## src/rtl/keypad_pkg.sv

```systemverilog
// rtl/keypad_pkg.sv - shared keypad widths, debouncer state type and width helper
package keypad_pkg;

  localparam int KEY_CODE_W = 4;

  typedef enum logic [1:0] {
    IDLE,
    PRESS_QUAL,
    HELD,
    RELEASE_QUAL
  } deb_state_t;

  // Bits needed to index n distinct values: ceil(log2(n)), 0 for n <= 1
  function automatic int clog2w(input int n);
    int     r;
    longint v;
    r = 0;
    v = 1;
    while (v < longint'(n)) begin
      v = v * 2;
      r = r + 1;
    end
    return r;
  endfunction

endpackage

```

## src/rtl/keypad_event_fifo.sv

```systemverilog
// rtl/keypad_event_fifo.sv - generic synchronous FIFO with same-edge push/pop
module keypad_event_fifo
  import keypad_pkg::*;
#(
  parameter int WIDTH = 4,
  parameter int DEPTH = 4
) (
  input  logic                    clock,
  input  logic                    reset,
  input  logic                    push,
  input  logic [WIDTH-1:0]        push_data,
  input  logic                    pop,
  output logic [WIDTH-1:0]        head_data,
  output logic                    full,
  output logic                    empty,
  output logic [clog2w(DEPTH):0]  count
);

  localparam int AW = clog2w(DEPTH);
  localparam logic [AW:0] FULL_CNT = (AW + 1)'(DEPTH);

  if (DEPTH < 2 || (DEPTH & (DEPTH - 1)) != 0) begin : g_bad_depth
    $error("keypad_event_fifo: DEPTH must be a power of 2 and >= 2");
  end

  logic [WIDTH-1:0] mem [DEPTH];
  logic [AW-1:0]    wr_ptr;
  logic [AW-1:0]    rd_ptr;
  logic             do_push;
  logic             do_pop;

  assign full      = (count == FULL_CNT);
  assign empty     = (count == '0);
  assign head_data = mem[rd_ptr];
  // A pop on the same edge frees the slot, so a push while full still lands
  assign do_pop    = pop && !empty;
  assign do_push   = push && (!full || do_pop);

  // Storage, pointers (wrap naturally at power-of-2 depth) and occupancy
  always_ff @(posedge clock) begin
    if (reset) begin
      wr_ptr <= '0;
      rd_ptr <= '0;
      count  <= '0;
      for (int i = 0; i < DEPTH; i++) mem[i] <= '0;
    end else begin
      if (do_push) begin
        mem[wr_ptr] <= push_data;
        wr_ptr      <= wr_ptr + 1'b1;
      end
      if (do_pop) rd_ptr <= rd_ptr + 1'b1;
      count <= count + (AW + 1)'(do_push) - (AW + 1)'(do_pop);
    end
  end

endmodule

```

## src/rtl/keypad_key_debouncer.sv

```systemverilog
// rtl/keypad_key_debouncer.sv - press/release qualification with key event FIFO
module keypad_key_debouncer
  import keypad_pkg::*;
#(
  parameter int DEBOUNCE_CYCLES = 1000000,
  parameter int FIFO_DEPTH      = 4
) (
  input  logic                          clock,
  input  logic                          reset,
  input  logic                          raw_valid,
  input  logic [KEY_CODE_W-1:0]         raw_code,
  output logic [KEY_CODE_W-1:0]         key_code,
  output logic                          key_held,
  output logic                          ev_valid,
  output logic [KEY_CODE_W-1:0]         ev_code,
  input  logic                          ev_ready,
  output logic                          overflow,
  output logic [clog2w(FIFO_DEPTH):0]   fifo_count
);

  localparam int CNT_W = clog2w(DEBOUNCE_CYCLES + 1);
  localparam logic [CNT_W-1:0] CNT_MAX = CNT_W'(DEBOUNCE_CYCLES);
  localparam logic [CNT_W-1:0] CNT_ONE = CNT_W'(1);

  if (DEBOUNCE_CYCLES < 2) begin : g_bad_debounce
    $error("keypad_key_debouncer: DEBOUNCE_CYCLES must be >= 2");
  end

  deb_state_t              state, state_n;
  logic [CNT_W-1:0]        cnt, cnt_n, cnt_inc;
  logic [KEY_CODE_W-1:0]   cand, cand_n;
  logic [KEY_CODE_W-1:0]   code_n;
  logic                    held_n;
  logic                    match;
  logic                    push;
  logic                    pop;
  logic                    fifo_full;
  logic                    fifo_empty;

  assign match    = raw_valid && (raw_code == cand);
  assign cnt_inc  = (cnt == CNT_MAX) ? cnt : cnt + 1'b1;
  assign ev_valid = !fifo_empty;
  assign pop      = ev_valid && ev_ready;

  // State, sample counter, candidate code and visible key registers
  always_ff @(posedge clock) begin
    if (reset) begin
      state    <= IDLE;
      cnt      <= '0;
      cand     <= '0;
      key_code <= '0;
      key_held <= 1'b0;
    end else begin
      state    <= state_n;
      cnt      <= cnt_n;
      cand     <= cand_n;
      key_code <= code_n;
      key_held <= held_n;
    end
  end

  // Qualification: a press needs DEBOUNCE_CYCLES matching samples, a release as many non-matching
  always_comb begin
    state_n = state;
    cnt_n   = cnt;
    cand_n  = cand;
    code_n  = key_code;
    held_n  = key_held;
    push    = 1'b0;
    case (state)
      IDLE: begin
        if (raw_valid) begin
          cand_n  = raw_code;
          cnt_n   = CNT_ONE;
          state_n = PRESS_QUAL;
        end
      end
      PRESS_QUAL: begin
        if (match) begin
          cnt_n = cnt_inc;
          if (cnt_inc == CNT_MAX) begin
            state_n = HELD;
            cnt_n   = '0;
            code_n  = cand;
            held_n  = 1'b1;
            push    = 1'b1;
          end
        end else if (raw_valid) begin
          cand_n = raw_code;
          cnt_n  = CNT_ONE;
        end else begin
          state_n = IDLE;
          cnt_n   = '0;
        end
      end
      HELD: begin
        if (match) begin
          cnt_n = '0;
        end else begin
          state_n = RELEASE_QUAL;
          cnt_n   = CNT_ONE;
        end
      end
      RELEASE_QUAL: begin
        if (match) begin
          state_n = HELD;
          cnt_n   = '0;
        end else begin
          cnt_n = cnt_inc;
          if (cnt_inc == CNT_MAX) begin
            state_n = IDLE;
            cnt_n   = '0;
            held_n  = 1'b0;
          end
        end
      end
      default: begin
        state_n = IDLE;
        cnt_n   = '0;
      end
    endcase
  end

  // Sticky record of a qualified press lost to a full FIFO with no pop
  always_ff @(posedge clock) begin
    if (reset) overflow <= 1'b0;
    else if (push && fifo_full && !pop) overflow <= 1'b1;
  end

  keypad_event_fifo #(
    .WIDTH (KEY_CODE_W),
    .DEPTH (FIFO_DEPTH)
  ) u_event_fifo (
    .clock     (clock),
    .reset     (reset),
    .push      (push),
    .push_data (cand),
    .pop       (pop),
    .head_data (ev_code),
    .full      (fifo_full),
    .empty     (fifo_empty),
    .count     (fifo_count)
  );

endmodule

```

## config.mk

```make
export PLATFORM = sky130hd
export DESIGN_NAME = keypad_key_debouncer
export DESIGN_NICKNAME = d
export VERILOG_FILES = /design/src/rtl/keypad_pkg.sv /design/src/rtl/keypad_event_fifo.sv /design/src/rtl/keypad_key_debouncer.sv
export SDC_FILE = /design/constraint.sdc
export NUM_CORES = 1
export LEC_CHECK = 0
export ABC_AREA = 0
export CELL_PAD_IN_SITES_DETAIL_PLACEMENT = 0
export CELL_PAD_IN_SITES_GLOBAL_PLACEMENT = 1
export CORE_MARGIN = 2
export CORE_UTILIZATION = 40
export DETAILED_ROUTE_END_ITERATION = 8
export PLACE_DENSITY = 0.78
export REMOVE_ABC_BUFFERS = 1
export SLEW_MARGIN = 20
export SYNTH_ARGS = -nofsm -noshare
export SYNTH_HDL_FRONTEND = slang
export SYNTH_SLANG_ARGS = --single-unit
```

## constraint.sdc

```tcl
create_clock -name clock -period 6.3 [get_ports clock]
set_input_delay 0.945 -clock clock [delete_from_list [all_inputs] [get_ports clock]]
set_output_delay 0.945 -clock clock [all_outputs]
set_load 0.05 [all_outputs]
```

=== After elaboration in Yosys (flattened, before gate mapping) ===
Memories as Yosys holds them, arrays and structs flattened. A register that Yosys moved wholly into a read port is not among the register bits.
Index checks and enable logic that the tools add are counted.

* Bits in writable memories: 16
* Word-level logic and storage cells: 88
* Output and inout bits: 14
* Input port bits: 8
* Memories: 1
* Flip-flop bits (word level): 39

{| class="wikitable"
|+ Memory list
! memory !! words !! bits a word !! rd ports !! clocked after Yosys merged registers in !! wr ports !! RTL line !! source
|-
| u_event_fifo.mem || 4 || 4 || 1 || 1 || 4 || keypad_event_fifo.sv:26 || <nowiki>logic [WIDTH-1:0] mem [DEPTH];</nowiki>
|}

* Add/subtract/negate cells: 5
* Reductions and logical operators: 19
* Multiplexer cells: 37
* Eq/ne operators: 17

{| class="wikitable"
|+ Operators with widths
! cell !! number
|-
| $mux 20 || 5
|-
| $pmux 20 s4 || 1
|-
| $eq 20x20->1 const B || 2
|-
| $add 20x1->20 const B || 1
|-
| $mux 2 || 10
|-
| $mux 1 || 15
|-
| $ne 2x2->1 const B || 7
|-
| $mux 4 || 3
|-
| $reduce_and 5->1 || 2
|-
| $ne 3x3->1 const B || 3
|-
| $pmux 2 s4 || 1
|-
| $pmux 4 s2 || 1
|-
| $logic_and 1x1->1 || 6
|-
| $add 2x1->2 const B || 2
|-
| $eq 2x2->1 const B || 2
|-
| $eq 4x4->1 || 1
|-
| $reduce_bool 2->1 || 2
|-
| $reduce_or 4->1 || 1
|-
| $add 3x1->3 || 1
|-
| $eq 3x3->1 const B || 1
|-
| $logic_not 1->1 || 3
|-
| $logic_not 3->1 || 1
|-
| $reduce_and 3->1 || 1
|-
| $sub 3x1->3 || 1
|-
| 5 further kinds || 5
|}

=== Logic depth before layout (Yosys ltp) ===
Gate-level depths: netlist of run 1.

* Word-level depth: 12
* Gate-level depth with buffers: 15
* Gate-level depth less buffers: 14

=== Hierarchy ===
From an unflattened synthesis of run 1, not the netlist that was laid out.

* Cell total of the unflattened synthesis: 364
* Area total of the unflattened synthesis: 3308.2 µm²

{| class="wikitable"
|+ Modules (own cells, without submodules)
! module !! times used !! cells each !! sequential area each (µm²) !! area each (µm²)
|-
| keypad_key_debouncer || 1 || 277 || 640.6 || 2164.6
|-
| keypad_event_fifo || 1 || 87 || 660.6 || 1143.6
|}

=== Worst setup path before layout of run 1 ===
OpenSTA, ideal clock, no wires.

* Kind: reg2reg
* Start: register cnt[0]
* End: register u_event_fifo.count[2]
* Data arrival time: 3712 ps
* Stages on the path, launching flop included: 16
* Period minus slack after synthesis: 3840 ps
* Path buffers: 1
* Required time: 6172 ps
* Path slack: 2460 ps
* Library setup time: 128 ps
* Cell sequence: dfxtp_1 inv_1 ha_1 nor4b_1 nand4_1 or4b_4 a221o_1 or4_1 buf_6 nor3_4 ha_1 inv_1 fa_1 xor2_1 xnor2_1 nor2_1

* Word-level cells in the longest chain between the ends: 9
* Elaborated cells between the ends (all ways): 10
* Those cells by class: add/sub: 3; eq/ne: 2; mux: 4; reduce/logical: 1

{| class="wikitable"
|+ RTL lines
! item !! RTL line !! source
|-
| start, declared || keypad_key_debouncer.sv:30 || <nowiki>logic [CNT_W-1:0] cnt, cnt_n, cnt_inc;</nowiki>
|-
| start signal, assigned || keypad_key_debouncer.sv:55 || <nowiki>cnt <= cnt_n;</nowiki>
|-
| $add 20x1->20 or $eq 20x20->1 (tied branches) || keypad_key_debouncer.sv:41 || <nowiki>assign cnt_inc = (cnt == CNT_MAX) ? cnt : cnt + 1'b1;</nowiki>
|-
| $mux 20 * || keypad_key_debouncer.sv:41 ||
|-
| $eq 20x20->1 * || keypad_key_debouncer.sv:81 || <nowiki>if (cnt_inc == CNT_MAX) begin</nowiki>
|-
| $mux 1 * || keypad_key_debouncer.sv:81 ||
|-
| $mux 1 * || keypad_key_debouncer.sv:79 || <nowiki>if (match) begin</nowiki>
|-
| $mux 1 * || keypad_key_debouncer.sv:70 || <nowiki>case (state)</nowiki>
|-
| $logic_and 1x1->1 * || keypad_event_fifo.sv:37 || <nowiki>assign do_push = push && (!full || do_pop);</nowiki>
|-
| named net u_event_fifo.do_push || keypad_event_fifo.sv:29 || <nowiki>logic do_push;</nowiki>
|-
| $add 3x1->3 * || keypad_event_fifo.sv:52 || <nowiki>count <= count + (AW + 1)'(do_push) - (AW + 1)'(do_pop);</nowiki>
|-
| $sub 3x1->3 * || keypad_event_fifo.sv:52 ||
|-
| end signal, assigned || keypad_event_fifo.sv:52 ||
|-
| end, declared || keypad_event_fifo.sv:16 || <nowiki>output logic [clog2w(DEPTH):0] count</nowiki>
|}

The timed path passes the listed nets; every way through them passes the cells marked *.
A chain may end at the register's enable or synchronous reset.

=== Worst setup path in the final report of run 1 ===
Same ends and word-level chain as after synthesis.

==> impl_metrics.ini, run 1 <==
[outcome]
status = complete, no violations

[global_route]
grt_pass1_vias = 2397
track_usage_pct = 17.8
grt_pass1_wl_microns = 11800
grt_max_degree = 30
grt_overflow = 0
antenna_found_initial = 0

[synth]
synth-seq-area-share_pct = 41.6
yosys.area.top_type = dfxtp_1
ys_warn_count = 0
synth_area_per_cell_sq_um = 9.11
synth_ff_type = dfxtp_1
ys_seq_elements = 57
synth_top_area_share_pct = 26.3
netlist-cell-type-count = 57
synth_top_cells_by_area = dfxtp_1, edfxtp_1, nor2_1, mux2i_1, nand2_1
async_flop_share_pct = 0
synth_edf_count = 16
synth_area_sq_um = 3130
syn_inst = 343

[timing]
relSlewSlack_pct = 29.7
rsz0062_at_grt = no
tightestPinTransition_ps = 1040
finalSetupViolations = 0
fin_setup_tns_ps = 0
fin_crit_ps = 4290
report.final.hold_viol_count = 0
fin_crit_sh_pct = 68.1
drv_slew = 0
finClkSkew_ps = 5.85
maxClockFrequency_mhz = 233

[finish]
drive_above_1_share_pct = 8.45
diodes = 0
fin_nets = 363
finalInstanceArea_sq_um = 3530
synthToLayoutAreaGrowth_pct = 13.1
final_cells = 457

[worst_hold_path]
whs_endpoint = overflow
worstHoldPathType = flop to flop
min_path_cells = 2
hold_start = overflow

[power]
powerDensity_nw_per_um2 = 287
peakVddDrop_mv = 0.162
p_int_w = 0.000686
leakagePower_nw = 1.33
seqPwrFrac_pct = 42.2
p_total_w = 0.00102
p_comb_share_pct = 25.0
swShare_pct = 32.4
p_switching_w = 0.000329
pwr-share-clk_pct = 32.7

[detailed_routing]
drcViolationCount = 0
wire_per_inst_microns = 15.3
via_count = 2528
postRouteAntennaNets = 0
wl_microns = 6990
firstDrtPassIters = 4
viasPerCell = 5.53
drt_iter0_markers = 117

[clock_network]
clkTransAtPathRegs_ps = 70
clock_path_buffers = 2
cts.sink_count = 57
cts_root_buf = clkbuf_8
insertion_delay_ps = 340
cts_setup_buffers = 0
cts_tree = yes
cts_buffers = 9
clock_tree.htree_level_count = 3
postCtsResizedCells = 0
cts_hold_buf = 0

[worst_setup_path]
crit-reg2reg-launch = cnt[0]
critPathKind = flop to flop
reg2reg_to = u_event_fifo.count[2]
reg2reg_depth = 13
end_kind = flop
crit_start = cnt[0]
cp.arrival_ps = 4510
path_max_fanout = 8
reg2reg_setup_slack_ps = 2010
startpoint_type = flop
critPathRequiredTime_ps = 6520

[floorplanning]
rows = 32
die_height_microns = 92.4
core_sq_um = 7650
initial_utilization_pct = 40.9
io_pins = 22
die_area_sq_um = 8540
die_x_microns = 92.4

[place]
io_buffers = 21
placed_area_sq_um = 3340
routabilityCongestion = 0.866
placed_cells = 441
hpwl_microns = 5010

[flow_run]
cap_viol_max_count = 0
[worst max-delay path: stages (launching register included)]
cell and delay [ps]:
dfxtp_1 480, ha_1 350, nand3_1 230, or4_1 670, nor3_1 270, xnor2_1 100
or4_1 690, nor3_4 410, ha_1 210, inv_1 50, fa_1 370, xor2_1 170
xnor2_1 130, nor2_1 50
[layer usage]
metal,part of all wire [%],vias up,track usage [%]
met3,3.6,12,5.53
met5,0,-,0
li1,-,1233,-
met4,2.2,0,6.72
met1,46,1226,22.8
met2,48,57,28.1
[cells by family (layout without fill, tap and decap cells)]
logic type / Yosys count / count (layout) / share of synthesized area (%)
flip-flops: 57 / 57 / 41.6
multiplexers: 17 / 17 / 7.09
AO/OA/AOI/OAI: 55 / 55 / 11.5
AND/OR/NAND/NOR: 146 / 146 / 25.4
buffers and inverters: 42 / 54 / 6.20
XOR/XNOR: 21 / 21 / 5.88
adder cells (fa/ha/maj): 5 / 5 / 2.24
[sequential cells by signal, indices dropped and copies added (netlist names), named ones only]
name and count:
cand 4, cnt 20, key_code 4, key_held 1, overflow 1, state 1, u_event_fifo.count 3, u_event_fifo.mem 16
u_event_fifo.rd_ptr 2, u_event_fifo.wr_ptr 2
[cells in the mapped netlist (3+ instances only)]
cell / number
nor3_1: 17
xor2_1: 11
inv_1: 14
nand3_1: 14
buf_2: 8
nor3b_1: 3
or4_1: 3
edfxtp_1: 16
buf_6: 3
nand4_1: 6
ha_1: 4
nor2_1: 38
xnor2_1: 10
mux2i_1: 12
a21oi_1: 4
nor4b_1: 3
dfxtp_1: 41
o21ai_0: 20
a21o_1: 11
o21a_1: 3
and3_1: 5
nand2_1: 28
and2_1: 3
nor4_1: 8
or3_1: 5
clkbuf_1: 14
mux4_2: 4
[area by class of cell]
cell class              instances  area [sq um]
fillers                       733          4110
multi-input cells             244          1630
flip-flops and latches         57          1300
repair buffers                 23           225
well taps                     102           128
clock buffers                   9           124
clock inverters                 7          70.1
inverters                      15          56.3
[power groups by stage]
| stage | Clock (W) | Sequential (W) | Combinational, W |
|---|---|---|---|
| global placement | 0 | 0.000436 | 0.000253 |
| detailed placement | 0 | 0.000438 | 0.000256 |
| global route | 0.000358 | 0.000434 | 0.000274 |
| floorplan | 0 | 0.000461 | 0.000156 |
| CTS | 0.000341 | 0.000430 | 0.000256 |
| finish | 0.000332 | 0.000429 | 0.000254 |
[placed cells by master, fill, tap and decap left out, types with 2 or more instances in the layout]
| cell type | n |
|---|---|
| dfxtp_1 | 41 |
| nor2_1 | 38 |
| nand2_1 | 28 |
| clkdlybuf4s50_1 | 21 |
| o21ai_0 | 20 |
| nor3_1 | 17 |
| edfxtp_1 | 16 |
| nand3_1 | 14 |
| inv_1 | 14 |
| mux2i_1 | 12 |
| xor2_1 | 11 |
| a21o_1 | 11 |
| xnor2_1 | 10 |
| clkbuf_8 | 9 |
| nor4_1 | 8 |
| nand4_1 | 6 |
| and3_1 | 5 |
| or3_1 | 5 |
| a21oi_1 | 4 |
| mux4_2 | 4 |
| ha_1 | 4 |
| nor4b_1 | 3 |
| and2_1 | 3 |
| or4_1 | 3 |
| o21a_1 | 3 |
| nor3b_1 | 3 |
| clkinvlp_4 | 3 |
| nand2b_1 | 2 |
| o22ai_1 | 2 |
| clkinv_1 | 2 |
| o41ai_1 | 2 |
| nor2b_1 | 2 |
| o31ai_1 | 2 |
| buf_4 | 2 |
[how the worst max path moves through the flow]
stage | endpoint | slack, ps | cells after the start
floorplan | cnt[15] | 2330 | 10
global placement | u_event_fifo.count[2] | 2220 | 14
detailed placement | u_event_fifo.count[2] | 2030 | 14
CTS | u_event_fifo.count[2] | 2030 | 13
global route | u_event_fifo.count[2] | 1740 | 13
finish | u_event_fifo.count[2] | 2010 | 13
[stage by stage]
stage / util [%] / hold slack [ps] / worst slack [ps]
after detailed placement: 43.7 / 479 / 2030
after floorplan: - / 464 / 2330
after CTS: 46.2 / 496 / 2030
final: 46.2 / 492 / 2010
after global placement: 43.7 / 452 / 2220
after global routing: 46.2 / 529 / 1740
(Power assumes the default switching activity.)
==> run 2: changes to the inputs <==
Settings changed: PLACE_DENSITY 0.78 to 0.81.
Clock period 6.3 ns to 3.8 ns, I/O delays scaled along.
==> impl_metrics.ini, run 2 (synthesis gave the netlist of run 1 again) <==
[outcome]
status = complete, no violations

[finish]
final_cell_mix = dfxtp_1, nor2_1, nand2_1, buf_4, clkdlybuf4s50_1
top_register = cnt
fin_nets = 387
finalInstanceArea_sq_um = 3770
reg_top3 = cnt (20), u_event_fifo.mem (16)
synthToLayoutAreaGrowth_pct = 20.7
final_cells = 481
fill_cells = 718
diodes = 0
largest_reg_flops = 20
drive_above_1_share_pct = 15.8
mostFrequentLayoutCell = dfxtp_1

[detailed_routing]
wire_per_inst_microns = 14.8
viasPerCell = 5.32
wl_microns = 7100
drcViolationCount = 0
drt_iter0_markers = 119
via_count = 2559
postRouteAntennaNets = 0
firstDrtPassIters = 4

[worst_setup_path]
end_kind = flop
crit_family = simple AND/OR/NAND/NOR gates
crit_chain = inv_1 > ha_1 > nor4b_2 > nand4_1 > or4b_4 > a221o_1 > or4_4 > nor3_4 > ha_1 > inv_1 > fa_2 > xor2_2 > xnor2_1 > nor2_1
critPathBufInv = 2
crit_start = cnt[0]
critPathKind = flop to flop
slowest_stage = or4_4
path_max_fanout = 4
cpPeakStageDelay_ps = 570
crit-reg2reg-launch = cnt[0]
startpoint_type = flop
cp.arrival_ps = 3840
critPathRequiredTime_ps = 4020

[timing]
finalSetupViolations = 0
tightestPinTransition_ps = 794
finClkSkew_ps = 5.28
report.final.hold_viol_count = 0
fin_crit_sh_pct = 95.3
hold_slack_ps = 476
maxClockFrequency_mhz = 276
relSlewSlack_pct = 46.4
drv_slew = 0
fin_crit_ps = 3620

[clock_network]
cts_hold_buf = 0
cts_root_buf = clkbuf_8
insertion_delay_ps = 340
cts.sink_count = 57
clock_path_buffers = 2
postCtsResizedCells = 0
clkTransAtPathRegs_ps = 70
clock_tree.htree_level_count = 3
cts_setup_buffers = 0
cts_tree = yes
cts_buffers = 9

[global_route]
antenna_found_initial = 0
track_usage_pct = 18.1
grt_overflow = 0
grt_pass1_vias = 2463
grt_max_degree = 30
grt_pass1_wl_microns = 12200

[floorplanning]
rows = 32
die_x_microns = 92.4
io_pins = 22
die_area_sq_um = 8540
die_height_microns = 92.4
core_sq_um = 7650
initial_utilization_pct = 40.9

[power]
p_switching_w = 0.000569
pwr-share-clk_pct = 35.7
peakVddDrop_mv = 0.239
swShare_pct = 31.7
p_comb_share_pct = 24.7
seqPwrFrac_pct = 39.6
powerDensity_nw_per_um2 = 476
leakagePower_nw = 1.48
p_total_w = 0.00179
p_int_w = 0.00122

[place]
hpwl_microns = 5200
io_buffers = 21
placed_area_sq_um = 3520
routabilityCongestion = 0.905
placed_cells = 465

[worst_hold_path]
hold_start = overflow
worstHoldPathType = flop to flop

[flow_run]
cap_viol_max_count = 0
## run 2: layer usage
layer,share of wire [%],up-vias,global-route usage [%]
met1,47,1233,23.9
met5,0,-,0
li1,-,1285,-
met4,0.25,0,5.60
met2,49,39,29.3
met3,3.4,2,4.48
## run 2: per-stage QoR
stage	setup slack (ps)	setup TNS [ps]	utilization, %
after floorplan	-171	-1700	-
final	180	0	49.3
after global routing	-22.0	-22.0	49.3
after global placement	153	0	46.0
after detailed placement	59.2	0	46.0
after CTS	31.5	0	49.0
## run 2: worst min-delay path, cell delays in order, from the launching register on
cell and delay [ps]:
dfxtp_1 330, a21oi_1 40, nor2_1 70
## run 2: final timing paths
kind	end	slack [ps]	cells past startpoint
max	u_event_fifo.count[2]	180	14
min	overflow	480	2
max reg2reg	u_event_fifo.count[2]	180	14
min reg2reg	overflow	480	2
## run 2: power by group through the flow
stage | clock network, W | logic (W) | registers [W]
after floorplan | 0 | 0.000258 | 0.000765
after global placement | 0 | 0.000426 | 0.000721
after detailed placement | 0 | 0.000431 | 0.000724
after CTS | 0.000656 | 0.000432 | 0.000710
after global routing | 0.000686 | 0.000483 | 0.000720
final | 0.000641 | 0.000443 | 0.000710
## run 2: area by class of cell
class	instances	area (sq um)	share of cell area (%)
Clock buffer	9	124	3.28
Sequential cell	57	1300	34.5
Multi-Input combinational cell	244	1660	43.9
Timing Repair Buffer	47	405	10.7
Clock inverter	7	103	2.72
Tap cell	102	128	3.38
Inverter	15	56.3	1.49
